<file path="config.mk">
export PLATFORM = sky130hd
export DESIGN_NAME = dsp_wdata_channel
export DESIGN_NICKNAME = d
export VERILOG_FILES = /design/src/rtl/dsp_wdata_channel_pkg.sv /design/src/rtl/dsp_wdata_channel_fifo.sv /design/src/rtl/dsp_wdata_channel.sv
export SDC_FILE = /design/constraint.sdc
export NUM_CORES = 1
export LEC_CHECK = 0
export CORE_MARGIN = 4
export CORE_UTILIZATION = 61
export DETAILED_ROUTE_END_ITERATION = 10
export MAX_ROUTING_LAYER = met4
export PLACE_DENSITY_LB_ADDON = 0.2
export SLEW_MARGIN = 15
export SYNTH_ARGS = -nofsm -noshare
export SYNTH_HDL_FRONTEND = slang
export SYNTH_SLANG_ARGS = --single-unit
</file>
<file path="constraint.sdc">
create_clock -name ACLK_i -period 7.2 [get_ports ACLK_i]
set_clock_uncertainty 0.05 [all_clocks]
set_input_delay 1.44 -clock ACLK_i [delete_from_list [all_inputs] [get_ports ACLK_i]]
set_output_delay 1.44 -clock ACLK_i [all_outputs]
set_load 0.005 [all_outputs]
</file>
<file path="src/rtl/dsp_wdata_channel_pkg.sv">
// Shared helpers for the W-channel dispatcher slice.
// Holds default sizing and the pointer-width helper used by the FIFOs.
package dsp_wdata_channel_pkg;

  localparam int unsigned DEF_SLV_AMT          = 2;
  localparam int unsigned DEF_DATA_WIDTH       = 32;
  localparam int unsigned DEF_DSP_WDATA_DEPTH  = 16;
  localparam int unsigned DEF_DSP_WORDER_DEPTH = 4;

  // Index width for a power-of-two depth; never returns zero.
  function automatic int unsigned ptr_w(input int unsigned depth);
    return (depth > 1) ? $clog2(depth) : 1;
  endfunction

endpackage

</file>
<file path="src/rtl/dsp_wdata_channel_fifo.sv">
// First-word-fall-through FIFO with full/empty flags.
// A push while full is accepted only if a pop frees a slot in the same cycle.
module dsp_wdata_channel_fifo
  import dsp_wdata_channel_pkg::*;
#(
  parameter int WIDTH = 8,
  parameter int DEPTH = 16
) (
  input  logic             clk,
  input  logic             rst_n,
  input  logic             push_i,
  input  logic [WIDTH-1:0] wdata_i,
  input  logic             pop_i,
  output logic [WIDTH-1:0] rdata_o,
  output logic             full_o,
  output logic             empty_o
);

  localparam int AW = ptr_w(DEPTH);

  logic [AW:0]      wr_ptr_q, wr_ptr_d;
  logic [AW:0]      rd_ptr_q, rd_ptr_d;
  logic [WIDTH-1:0] mem_q [DEPTH];
  logic             push_ok;
  logic             pop_ok;

  // Extra pointer bit tells full from empty when the indices coincide.
  assign empty_o = (wr_ptr_q == rd_ptr_q);
  assign full_o  = (wr_ptr_q[AW-1:0] == rd_ptr_q[AW-1:0]) &&
                   (wr_ptr_q[AW] != rd_ptr_q[AW]);

  assign pop_ok  = pop_i & ~empty_o;
  assign push_ok = push_i & (~full_o | pop_ok);
  assign rdata_o = mem_q[rd_ptr_q[AW-1:0]];

  always_comb begin
    wr_ptr_d = wr_ptr_q;
    rd_ptr_d = rd_ptr_q;
    if (push_ok) wr_ptr_d = wr_ptr_q + 1'b1;
    if (pop_ok)  rd_ptr_d = rd_ptr_q + 1'b1;
  end

  always_ff @(posedge clk) begin
    if (!rst_n) begin
      wr_ptr_q <= '0;
      rd_ptr_q <= '0;
    end else begin
      wr_ptr_q <= wr_ptr_d;
      rd_ptr_q <= rd_ptr_d;
    end
  end

  always_ff @(posedge clk) begin
    if (push_ok) mem_q[wr_ptr_q[AW-1:0]] <= wdata_i;
  end

endmodule

</file>
<file path="src/rtl/dsp_wdata_channel.sv">
// W-beat dispatcher for one master port: buffers beats and routes each burst
// to the slave chosen by the AW grant order, advancing on every WLAST pop.
module dsp_wdata_channel
  import dsp_wdata_channel_pkg::*;
#(
  parameter int SLV_AMT          = DEF_SLV_AMT,
  parameter int DATA_WIDTH       = DEF_DATA_WIDTH,
  parameter int SLV_ID_W         = $clog2(SLV_AMT),
  parameter int DSP_WDATA_DEPTH  = DEF_DSP_WDATA_DEPTH,
  parameter int DSP_WORDER_DEPTH = DEF_DSP_WORDER_DEPTH
) (
  input  logic                          ACLK_i,
  input  logic                          ARESETn_i,
  input  logic [DATA_WIDTH-1:0]         m_WDATA_i,
  input  logic                          m_WLAST_i,
  input  logic                          m_WVALID_i,
  output logic                          m_WREADY_o,
  input  logic [SLV_ID_W-1:0]           dsp_AW_slv_id_i,
  input  logic                          dsp_AW_shift_en_i,
  output logic                          dsp_AW_order_full_o,
  output logic [DATA_WIDTH*SLV_AMT-1:0] sa_WDATA_o,
  output logic [SLV_AMT-1:0]            sa_WLAST_o,
  output logic [SLV_AMT-1:0]            sa_WVALID_o,
  input  logic [SLV_AMT-1:0]            sa_WREADY_i
);

  localparam int W_INFO_W = DATA_WIDTH + 1;

  logic [W_INFO_W-1:0]   wbuf_head;
  logic                  wbuf_full, wbuf_empty, wbuf_push, wbuf_pop;
  logic [SLV_ID_W-1:0]   order_head;
  logic                  order_full, order_empty, order_pop;
  logic [DATA_WIDTH-1:0] head_data;
  logic                  head_last;
  logic                  eligible;
  logic [SLV_AMT-1:0]    sel;
  logic                  handshake;

  // No push-through: a full buffer refuses beats even while it is draining.
  assign m_WREADY_o = ~wbuf_full;
  assign wbuf_push  = m_WVALID_i & ~wbuf_full;

  dsp_wdata_channel_fifo #(
    .WIDTH (W_INFO_W),
    .DEPTH (DSP_WDATA_DEPTH)
  ) u_wbuf (
    .clk     (ACLK_i),
    .rst_n   (ARESETn_i),
    .push_i  (wbuf_push),
    .wdata_i ({m_WDATA_i, m_WLAST_i}),
    .pop_i   (wbuf_pop),
    .rdata_o (wbuf_head),
    .full_o  (wbuf_full),
    .empty_o (wbuf_empty)
  );

  dsp_wdata_channel_fifo #(
    .WIDTH (SLV_ID_W),
    .DEPTH (DSP_WORDER_DEPTH)
  ) u_order (
    .clk     (ACLK_i),
    .rst_n   (ARESETn_i),
    .push_i  (dsp_AW_shift_en_i),
    .wdata_i (dsp_AW_slv_id_i),
    .pop_i   (order_pop),
    .rdata_o (order_head),
    .full_o  (order_full),
    .empty_o (order_empty)
  );

  assign dsp_AW_order_full_o = order_full;

  assign head_data = wbuf_head[W_INFO_W-1:1];
  assign head_last = wbuf_head[0];
  assign eligible  = ~wbuf_empty & ~order_empty;

  // Demux: only the slice addressed by the order head carries the beat.
  genvar gi;
  generate
    for (gi = 0; gi < SLV_AMT; gi++) begin : g_slv
      assign sel[gi]         = eligible && (order_head == SLV_ID_W'(gi));
      assign sa_WVALID_o[gi] = sel[gi];
      assign sa_WLAST_o[gi]  = sel[gi] & head_last;
      assign sa_WDATA_o[DATA_WIDTH*gi +: DATA_WIDTH] =
        sel[gi] ? head_data : '0;
    end
  endgenerate

  assign handshake = |(sel & sa_WREADY_i);
  assign wbuf_pop  = handshake;
  assign order_pop = handshake & head_last;

endmodule

</file>
==> summary.md, run 1 <==
| Metric | Value |
|---|---|
| Outcome | `completed` |
| Most frequent cells in the layout | `532 x edfxtp_1, 165 x mux4_2, 109 x clkdlybuf4s50_1, 54 x clkbuf_16, 46 x and2_1` |
| Post-synthesis async set-or-reset flop share | `0` |
| Final count of hold timing violations | `0` |
| Tcrit/Tclk final | `0.752` |
| Syn-to-layout area delta | `15.6%` |
| Largest net degree at the start of global routing | `69` |
| RSZ-0062 raised after global routing | `no` |
| Largest family of logic cells by synthesized area | `multiplexers` |
| Yosys reg bits | `554` |
| TritonRoute pass-1 iters | `5` |
| Clock root cell | `clkbuf_16` |
| Initial Util | `0.623` |
| Critical Path End | `sa_WDATA_o[4]` |
| IR drop worst, VDD | `0.227 mV` |
| Reg-to-reg startpoint | `u_wbuf.wr_ptr_q[2]` |
| Synth cell types | `40` |
| Multiplexer share of the synthesized area | `0.175` |
| Synth Area in XOR/XNOR | `0.00727` |
| Crit path DAT | `3.93 ns` |
| Final-layout fill cell count | `2017` |
| LEAKAGE | `7.78 nW` |
| Worst setup margin | `1.78 ns` |
| Crit Path Max Fanout | `50` |
| Worst-skew pair later-pin latency | `0.57 ns` |
| Mapped Cells | `949` |
| Sink Count | `554` |
| Share of cells above drive strength 1 | `0.255` |
| Fin cells | `1587` |
| Core area | `34800 sq um` |
| Post-layout util | `0.721` |
| Post-CTS sizing | `0` |
| Initial antenna violation count | `1` |
| R2R setup slack | `4.06 ns` |
| Global placement routability congestion | `0.744` |
| Die Ht | `197 um` |
| Setup crit end kind | `output port` |
| Die X | `197 um` |
| Layout Nets | `1139` |
| GR Overflow Total | `0` |
| Worst-margin pin slew | `1.07 ns` |
| Critical Path Start Type | `flip-flop` |
| Global-route wire length before repair | `68000 um` |
| Synth warn | `0` |
| R2R Path End | `u_wbuf.mem_q[6][18]` |
| Post-DP HPWL | `21400 um` |
| Total GRT Usage | `0.248` |
| Clock Tree Buf Depth | `3` |
| Adder-Cell Fraction of Synth Area | `0.00577` |
| Dpl ws | `2.30 ns` |
| Routed wire length per instance | `28.8 um` |
| Vias in the first global route | `10300` |
| Seq/Total Area, Yosys | `0.757` |
| Max cap viols | `0` |
| Period minus WS final | `5.42 ns` |
| Initial DRC count | `943` |
| Worst r2r path cells | `6` |
| TritonCTS Buffers | `54` |
| Boundary pin count | `110` |
| Setup TNS | `0 ns` |
| Post-Route WL | `45700 um` |
| Max Slew Vio Count | `0` |
| Worst hold-check path type | `flip-flop to flip-flop` |
| Hold Buf Count CTS | `0` |
| Core Rows | `68` |
| CTS tree | `done` |
| Post-Syn Area | `21700 sq um` |
| Pwr dens | `270 nW/um^2` |
| Avg Cell Area, Syn | `22.8 sq um` |
| Placed cell count | `1488` |
| I/O Buffers | `109` |
| Die Area | `38600 sq um` |
| Commonest non-fill, non-tap cell in the layout | `edfxtp_1` |
| Post-synth EDFFs | `532` |
| Vias/cell | `6.28` |
| Final Setup Violations | `0` |
| Synth Area in Compound Gates | `0.00542` |
| Antenna Nets Post-Route | `0` |
| Fmax | `0.185 GHz` |
| Post-CTS Setup Inserts | `0` |
| Req. time, crit path | `5.71 ns` |
| Slew margin rel. | `0.285` |
| Clock slew at reported path FFs | `0.06 ns` |
| Post-Synth Simple-Gate Area | `0.0343` |
| Critical path type | `flip-flop to output port` |
| Syn nets | `999` |
| Drt drc | `0` |
| Main synth FF type | `edfxtp_1` |
| Via count | `9967` |
| Number of H-tree levels | `2` |
-- layer usage --
metal  GRT usage  up-vias  routed length (um)
li1            -     4224                   -
met1       0.343     5273               18100
met2       0.404      404               23800
met3      0.0405       66                3030
met4      0.0535        0                 748
met5           -        -                   0
-- layout make-up --
cell class,count,area (sq um),area share
clock buffer,65,1390,0.0555
timing repair buffer,131,1280,0.0511
multi-input combinational,340,5050,0.201
tap,455,569,0.0227
inverter,8,30.0,0.00120
clock inverter,31,317,0.0126
sequential,554,16400,0.655
antenna,3,7.51,0.000299
-- critical path, stage by stage, from the launching register on --
cell and delay (ns):
dfxtp_4 1.01, buf_4 0.56, mux4_2 0.57, mux4_2 0.52, nor2b_1 0.15, clkdlybuf4s50_1 0.48
-- report_power, final --
group | leakage (nW) | switching [mW] | internal, mW
Sequential | 4.99 | 0.0350 | 3.57
Clock | 0.836 | 1.15 | 1.59
Combinational | 1.96 | 0.199 | 0.230
-- synth_stat cells (2+ instances only) --
library cell,n,area share
buf_1,9,0.0016
edfxtp_1,532,0.74
buf_2,4,0.00092
nor2_1,16,0.0028
buf_6,14,0.0073
clkbuf_1,16,0.0028
nor3_1,6,0.0014
ha_1,10,0.0058
nand4_1,3,0.00087
buf_4,2,0.00069
nand2b_1,3,0.00087
xnor2_1,7,0.0028
mux4_2,165,0.17
or3_1,2,0.00058
inv_1,7,0.0012
mux2i_1,6,0.0028
xor2_1,11,0.0044
a21boi_1,3,0.0010
and2_1,46,0.013
nand2_1,10,0.0017
o21ai_0,2,0.00046
dfxtp_1,22,0.020
nor2b_1,36,0.010
-- worst min path at each step --
stage,start,to,slack [ns],cells after the start
6_report,u_order.rd_ptr_q[2],u_order.rd_ptr_q[2],0.46,2
4_1_cts,u_order.rd_ptr_q[2],u_order.rd_ptr_q[2],0.45,2
3_3_place_gp,u_order.rd_ptr_q[2],u_order.rd_ptr_q[2],0.43,2
5_1_grt,u_order.rd_ptr_q[2],u_order.rd_ptr_q[2],0.50,2
2_1_floorplan,u_order.rd_ptr_q[2],u_order.rd_ptr_q[2],0.42,2
3_5_place_dp,u_order.rd_ptr_q[2],u_order.rd_ptr_q[2],0.45,2
-- through the flow --
stage	hold WS, ns	total power, mW	instance area [sq um]
finish	0.458	6.77	25100
global route	0.500	7.00	25100
CTS	0.455	6.83	25100
detailed placement	0.446	4.11	23400
global placement	0.432	4.10	23400
floorplan	0.418	3.95	21700
-- registers in the layout, summed over array words and instances, names as in the netlist, named ones only --
name / cells
u_order.rd_ptr_q: 3
u_wbuf.wr_ptr_q: 5
u_order.mem_q: 4
u_wbuf.mem_q: 528
u_wbuf.rd_ptr_q: 5
u_order.wr_ptr_q: 3
-- cell families after synthesis --
family	after synthesis
XOR/XNOR	18
multiplexers	172
AND/OR/NAND/NOR	127
adder cells (fa/ha/maj)	10
buffers and inverters	55
flip-flops	554
AO/OA/AOI/OAI	13
No activity file was read; power rests on OpenSTA's default activity.
==> run 2: changes to the inputs <==
- CORE_UTILIZATION: 61 -> 54
- clock period: 7.2 -> 4.5 ns (I/O delays scaled with it)
==> run 2 against run 1 <==
- critical path depth did not move
- via count fell by 0.13%
- setup slack got worse by 1.4 ns
- wire length fell by 1.3%
- combinational power rose by 72%
- largest cell class unchanged
- flip-flop and latch count did not move
- highest routed layer unchanged
- hold slack got worse by 0.011 ns
==> summary.md, run 2 (synthesis results as in run 1) <==
| Metric | Value |
|---|---|
| Die Ht | `208 um (+6.0%)` |
| Vias in the first global route | `10300 (+0.19%)` |
| Pwr dens | `423 nW/um^2 (+57%)` |
| Post-DP HPWL | `24100 um (+13%)` |
| Total GRT Usage | `0.217 (-0.0309)` |
| I/O Buffers | `109 (unchanged)` |
| Hold Buf Count CTS | `0 (unchanged)` |
| Setup crit end kind | `output port` |
| Tcrit/Tclk final | `0.922` |
| Boundary pin count | `110 (unchanged)` |
| Syn-to-layout area delta | `16.6%` |
| Initial DRC count | `883 (-6.4%)` |
| TritonCTS Buffers | `54 (unchanged)` |
| GR Overflow Total | `0 (unchanged)` |
| Sink Count | `554 (unchanged)` |
| Outcome | `completed` |
| Largest net degree at the start of global routing | `54 (-22%)` |
| Setup TNS | `0 ns (unchanged)` |
| Psw | `2.21 mW (+60%)` |
| Cell Int Power | `8.50 mW (+58%)` |
| Critical Path Start Type | `flip-flop` |
| Commonest non-fill, non-tap cell in the layout | `edfxtp_1` |
| TritonRoute pass-1 iters | `4 (-1)` |
| Core Rows | `73 (+7.4%)` |
| Crit path DAT | `3.20 ns (-0.73 ns)` |
| Max reg flops | `528 (unchanged)` |
| Crit Path Max Fanout | `27 (-46%)` |
| Most frequent cells in the layout | `532 x edfxtp_1, 165 x mux4_2, 109 x clkdlybuf4s50_1, 54 x clkbuf_16, 46 x and2_1` |
| Number of H-tree levels | `2 (unchanged)` |
| Share of cells above drive strength 1 | `0.262 (+0.00733)` |
| Routed wire length per instance | `26.9 um (-6.5%)` |
| Initial antenna violation count | `4 (+3)` |
| Post-Route WL | `45100 um (-1.3%)` |
| Clock power share | `0.395 (-0.009)` |
| Max cap viols | `0 (unchanged)` |
| Critical path type | `flip-flop to output port` |
| Layout Nets | `1152 (+1.1%)` |
| Req. time, crit path | `3.55 ns (-2.16 ns)` |
| Final count of hold timing violations | `0 (unchanged)` |
| Vias/cell | `5.94 (-5.4%)` |
| RSZ-0062 raised after global routing | `no` |
| Period minus WS final | `4.15 ns` |
| Die Area | `43400 sq um (+12%)` |
| Post-CTS Setup Inserts | `0 (unchanged)` |
| Clock Tree Buf Depth | `3 (unchanged)` |
| Final Setup Violations | `0 (unchanged)` |
| Post-CTS sizing | `0 (unchanged)` |
| Final-layout fill cell count | `2686 (+33%)` |
| Die X | `208 um (+6.0%)` |
| Global placement routability congestion | `0.721 (-3.0%)` |
| R2R setup slack | `1.54 ns (-2.52 ns)` |
| Worst hold-check path type | `flip-flop to flip-flop` |
| Hold WS | `0.448 ns (-0.0106 ns)` |
| Core area | `39700 sq um (+14%)` |
| Initial Util | `0.546 (-0.0774)` |
| Fmax | `0.241 GHz` |
| Worst setup margin | `0.353 ns (-1.43 ns)` |
| Global-route wire length before repair | `67800 um (-0.29%)` |
| Worst-margin pin slew | `0.782 ns (-0.291 ns)` |
| Max Slew Vio Count | `0 (unchanged)` |
| LEAKAGE | `7.85 nW (+0.93%)` |
| Power Total | `10.7 mW (+58%)` |
| Worst-skew pair later-pin latency | `0.60 ns (+0.03 ns)` |
| Drt drc | `0 (unchanged)` |
| Clock slew at reported path FFs | `0.06 ns (about the same)` |
| Dpl ws | `0.777 ns (-1.52 ns)` |
| Slew margin rel. | `0.478 (+0.193)` |
| Clock root cell | `clkbuf_16` |
| Via count | `9954 (-0.13%)` |
| Combinational share of power | `0.069 (+0.006)` |
| IR drop worst, VDD | `0.318 mV (+40%)` |
| CTS tree | `done` |
| Reg area | `16400 sq um (unchanged)` |
| Multi-input logic area | `5060 sq um (about the same)` |
| Antenna Nets Post-Route | `0 (unchanged)` |
| Sw Ratio | `0.207 (+0.00287)` |
| Sequential power share | `0.536 (+0.003)` |
[run 2: changes by cell type in the layout (fill, tap and decap cells not counted), sizes merged]
| cell | previous run | this run |
|---|---|---|
| bufinv | 6 | 3 |
| buf | 22 | 35 |
| clkbuf | 65 | 70 |
| clkinv | 21 | 23 |
| clkinvlp | 1 | 2 |
[run 2: layout make-up]
class / count / share of cell area
Clock inverter: 31 / 0.00994
Multi-Input combinational cell: 340 / 0.200
Timing Repair Buffer: 144 / 0.0575
Antenna cell: 3 / 0.000297
Clock buffer: 70 / 0.0558
Tap cell: 525 / 0.0260
Inverter: 8 / 0.00119
Sequential cell: 554 / 0.649
[run 2: worst max-delay path, cell delays in order, from the launching register on]
cell and delay (ns):
dfxtp_4 0.40, buf_4 0.48, mux4_2 0.58, mux4_2 0.48
nor2b_1 0.15, clkdlybuf4s50_1 0.47
[run 2: final timing paths]
kind                        from              endpoint  cells past startpoint
max                    flip-flop        sa_WDATA_o[29]                      5
min          u_order.rd_ptr_q[2]   u_order.rd_ptr_q[2]                      2
max reg2reg   u_wbuf.wr_ptr_q[2]  u_wbuf.mem_q[11][17]                      6
min reg2reg  u_order.rd_ptr_q[2]   u_order.rd_ptr_q[2]                      2
[run 2: through the flow]
step	util	area (sq um)	instances
CTS	0.636	25300	1672
global route	0.637	25300	1675
floorplan	-	21700	949
detailed placement	0.594	23600	1571
finish	0.637	25300	1675
global placement	0.594	23600	1571
[run 2: layer usage]
| layer | up-vias | wire (um) | GRT usage |
|---|---|---|---|
| li1 | 4257 | - | - |
| met3 | 55 | 2520 | 0.0347 |
| met1 | 5337 | 19000 | 0.303 |
| met5 | - | 0 | - |
| met2 | 305 | 22900 | 0.349 |
| met4 | 0 | 681 | 0.0469 |
[run 2: power by group through the flow]
stage                     logic [mW]  clock network, mW  registers (mW)
after detailed placement       0.749                  0            5.85
final                          0.737               4.23            5.74
after CTS                      0.753               4.31            5.74
after global placement         0.740                  0            5.85
after global routing           0.798               4.55            5.75
after floorplan                0.467                  0            5.85
==> run 3: changes to the inputs <==
- REMOVE_ABC_BUFFERS: unset -> 1
==> run 3 against run 2 <==
- final area up 0.60%
- setup slack worse by 0.015 ns
- global-route usage down 0.29 points
- total power grew 2.6%
- critical path depth unchanged
- count of clock-buffer cells in the layout unchanged
- die area unchanged
- sequential power is essentially flat
- register-to-register slack gained 0.17 ns
- critical path type unchanged
- via count is 0.73% lower
- largest cell class unchanged
==> summary.md, run 3 (synthesis results as in run 1) <==
| Metric | Value |
|---|---|
| Outcome | `completed` |
| Core Rows | `73 (unchanged)` |
| Routed wire length per instance | `26.6 um (-1.3%)` |
| LEAKAGE | `7.90 nW (+0.55%)` |
| Largest net degree at the start of global routing | `57 (+5.6%)` |
| Period minus WS final | `4.16 ns (+0.0153 ns)` |
| Fmax | `0.240 GHz (-0.37%)` |
| Tcrit/Tclk final | `0.925 (+0.00340)` |
| Hold Buf Count CTS | `0 (unchanged)` |
| TritonCTS Buffers | `54 (unchanged)` |
| Total GRT Usage | `0.214 (-0.00294)` |
| Clock power share | `0.410 (+0.015)` |
| Dpl ws | `0.923 ns (+0.146 ns)` |
| Post-Route WL | `44400 um (-1.6%)` |
| CP most frequent cell | `mux4_2` |
| Worst-margin pin slew | `0.708 ns (-0.0740 ns)` |
| Final count of hold timing violations | `0 (unchanged)` |
| Sequential power share | `0.524 (-0.012)` |
| Worst hold-check path type | `flip-flop to flip-flop` |
| Syn-to-layout area delta | `17.3%` |
| Combinational share of power | `0.066 (-0.003)` |
| Crit path DAT | `3.21 ns (about the same)` |
| Max cap viols | `0 (unchanged)` |
| Vias in the first global route | `10300 (+0.52%)` |
| R2R setup slack | `1.71 ns (+0.17 ns)` |
| Critical path type | `flip-flop to output port` |
| Drt drc | `0 (unchanged)` |
| Slowest cell on crit path | `dfxtp_4` |
| Psw | `2.18 mW (-1.3%)` |
| Boundary pin count | `110 (unchanged)` |
| Setup TNS | `0 ns (unchanged)` |
| Layout Nets | `1149 (-0.26%)` |
| Cell Int Power | `8.80 mW (+3.6%)` |
| Fin cells | `1670 (-0.30%)` |
| Commonest non-fill, non-tap cell in the layout | `edfxtp_1` |
| Number of H-tree levels | `2 (unchanged)` |
| Sink Count | `554 (unchanged)` |
| Most frequent cells in the layout | `532 x edfxtp_1, 165 x mux4_2, 109 x clkdlybuf4s50_1, 57 x clkbuf_16, 46 x and2_1` |
| Die Ht | `208 um (unchanged)` |
| Worst r2r path cells | `6 (unchanged)` |
| Sw Ratio | `0.199 (-0.00780)` |
| Initial Util | `0.546 (unchanged)` |
| Clock Tree Buf Depth | `3 (unchanged)` |
| Antenna Nets Post-Route | `0 (unchanged)` |
| Pwr dens | `432 nW/um^2 (+2.0%)` |
| Clock slew at reported path FFs | `0.06 ns (about the same)` |
| Clock root cell | `clkbuf_16` |
| Post-CTS Setup Inserts | `0 (unchanged)` |
| Power Total | `11.0 mW (+2.6%)` |
| Post-layout util | `0.640 (+0.00381)` |
| Initial antenna violation count | `1 (-3)` |
| Global-route wire length before repair | `67000 um (-1.1%)` |
| Global placement routability congestion | `0.766 (+6.2%)` |
| CTS tree | `done` |
| Placed Area | `23700 sq um (+0.17%)` |
| Max reg flops | `528 (unchanged)` |
| Initial DRC count | `791 (-10%)` |
| TritonRoute pass-1 iters | `5 (+1)` |
| Critical Path End | `sa_WDATA_o[38]` |
| Setup crit end kind | `output port` |
| Critical Path Start Type | `flip-flop` |
| Crit-path cells | `buf_4 > mux4_2 > mux4_2 > and2_1 > clkdlybuf4s50_1` |
| Worst setup margin | `0.338 ns (-0.0153 ns)` |
| Placed cell count | `1568 (-0.19%)` |
| Max Slew Vio Count | `0 (unchanged)` |
| Hold WS | `0.459 ns (+0.0115 ns)` |
| Via count | `9881 (-0.73%)` |
| Die Area | `43400 sq um (unchanged)` |
| Reg-to-reg startpoint | `u_wbuf.wr_ptr_q[2]` |
| IR drop worst, VDD | `0.333 mV (+4.9%)` |
| Core area | `39700 sq um (unchanged)` |
| RSZ-0062 raised after global routing | `no` |
| I/O Buffers | `109 (unchanged)` |
| Worst-skew pair later-pin latency | `0.58 ns (-0.02 ns)` |
| Req. time, crit path | `3.55 ns (about the same)` |
| Slew margin rel. | `0.528 (+0.0505)` |
| R2R Path End | `u_wbuf.mem_q[3][24]` |
| Share of cells above drive strength 1 | `0.259 (-0.00346)` |
| Post-DP HPWL | `23200 um (-4.1%)` |
| Die X | `208 um (unchanged)` |
| Crit Path Max Fanout | `16 (-41%)` |
| CP peak stage delay | `0.55 ns (-0.03 ns)` |
| Post-route design area | `25400 sq um (+0.60%)` |
| GR Overflow Total | `0 (unchanged)` |
| Post-CTS sizing | `0 (unchanged)` |
| Vias/cell | `5.92 (-0.44%)` |
| Final Setup Violations | `0 (unchanged)` |
==> run 3: metal layers <==
metal	wire, um	GRT usage	up-vias	part of all wire
met5	0	-	-	0
met1	18400	0.300	5219	0.41
met2	22400	0.345	352	0.51
met4	676	0.0455	0	0.015
li1	-	-	4257	-
met3	2860	0.0318	53	0.064
==> run 3: worst min path at each step <==
stage | depth (start not counted) | to | slack (ns) | from
5_1_grt | 2 | u_order.rd_ptr_q[2] | 0.50 | u_order.rd_ptr_q[2]
6_report | 2 | u_order.rd_ptr_q[2] | 0.46 | u_order.rd_ptr_q[2]
4_1_cts | 2 | u_order.rd_ptr_q[2] | 0.47 | u_order.rd_ptr_q[2]
2_1_floorplan | 2 | u_order.rd_ptr_q[2] | 0.42 | u_order.rd_ptr_q[2]
3_5_place_dp | 2 | u_order.rd_ptr_q[2] | 0.46 | u_order.rd_ptr_q[2]
3_3_place_gp | 2 | u_order.rd_ptr_q[2] | 0.43 | u_order.rd_ptr_q[2]
==> run 3: power groups by stage <==
stage	registers (mW)	clock network (mW)	logic, mW
floorplan	5.91	0	0.421
global placement	5.86	0	0.728
detailed placement	5.86	0	0.737
CTS	5.75	4.59	0.740
global route	5.76	4.81	0.785
finish	5.75	4.51	0.723
==> run 3: critical path: cells and delay by family (launching register included) <==
| kind | cells | cell delay (ns) |
|---|---|---|
| buffers and inverters | 2 | 0.83 |
| muxes | 2 | 1.06 |
| DFF | 1 | 0.55 |
| and+or+nand+nor | 1 | 0.17 |
==> run 3: area by class of cell <==
type                    count  area, sq um
diodes                      2         5.00
clock buffers              70         1480
clock inverters            30          307
fillers                  2624        14300
inverters                   8         30.0
multi-input cells         340         5050
flip-flops and latches    554        16400
well taps                 525          657
repair buffers            141         1490
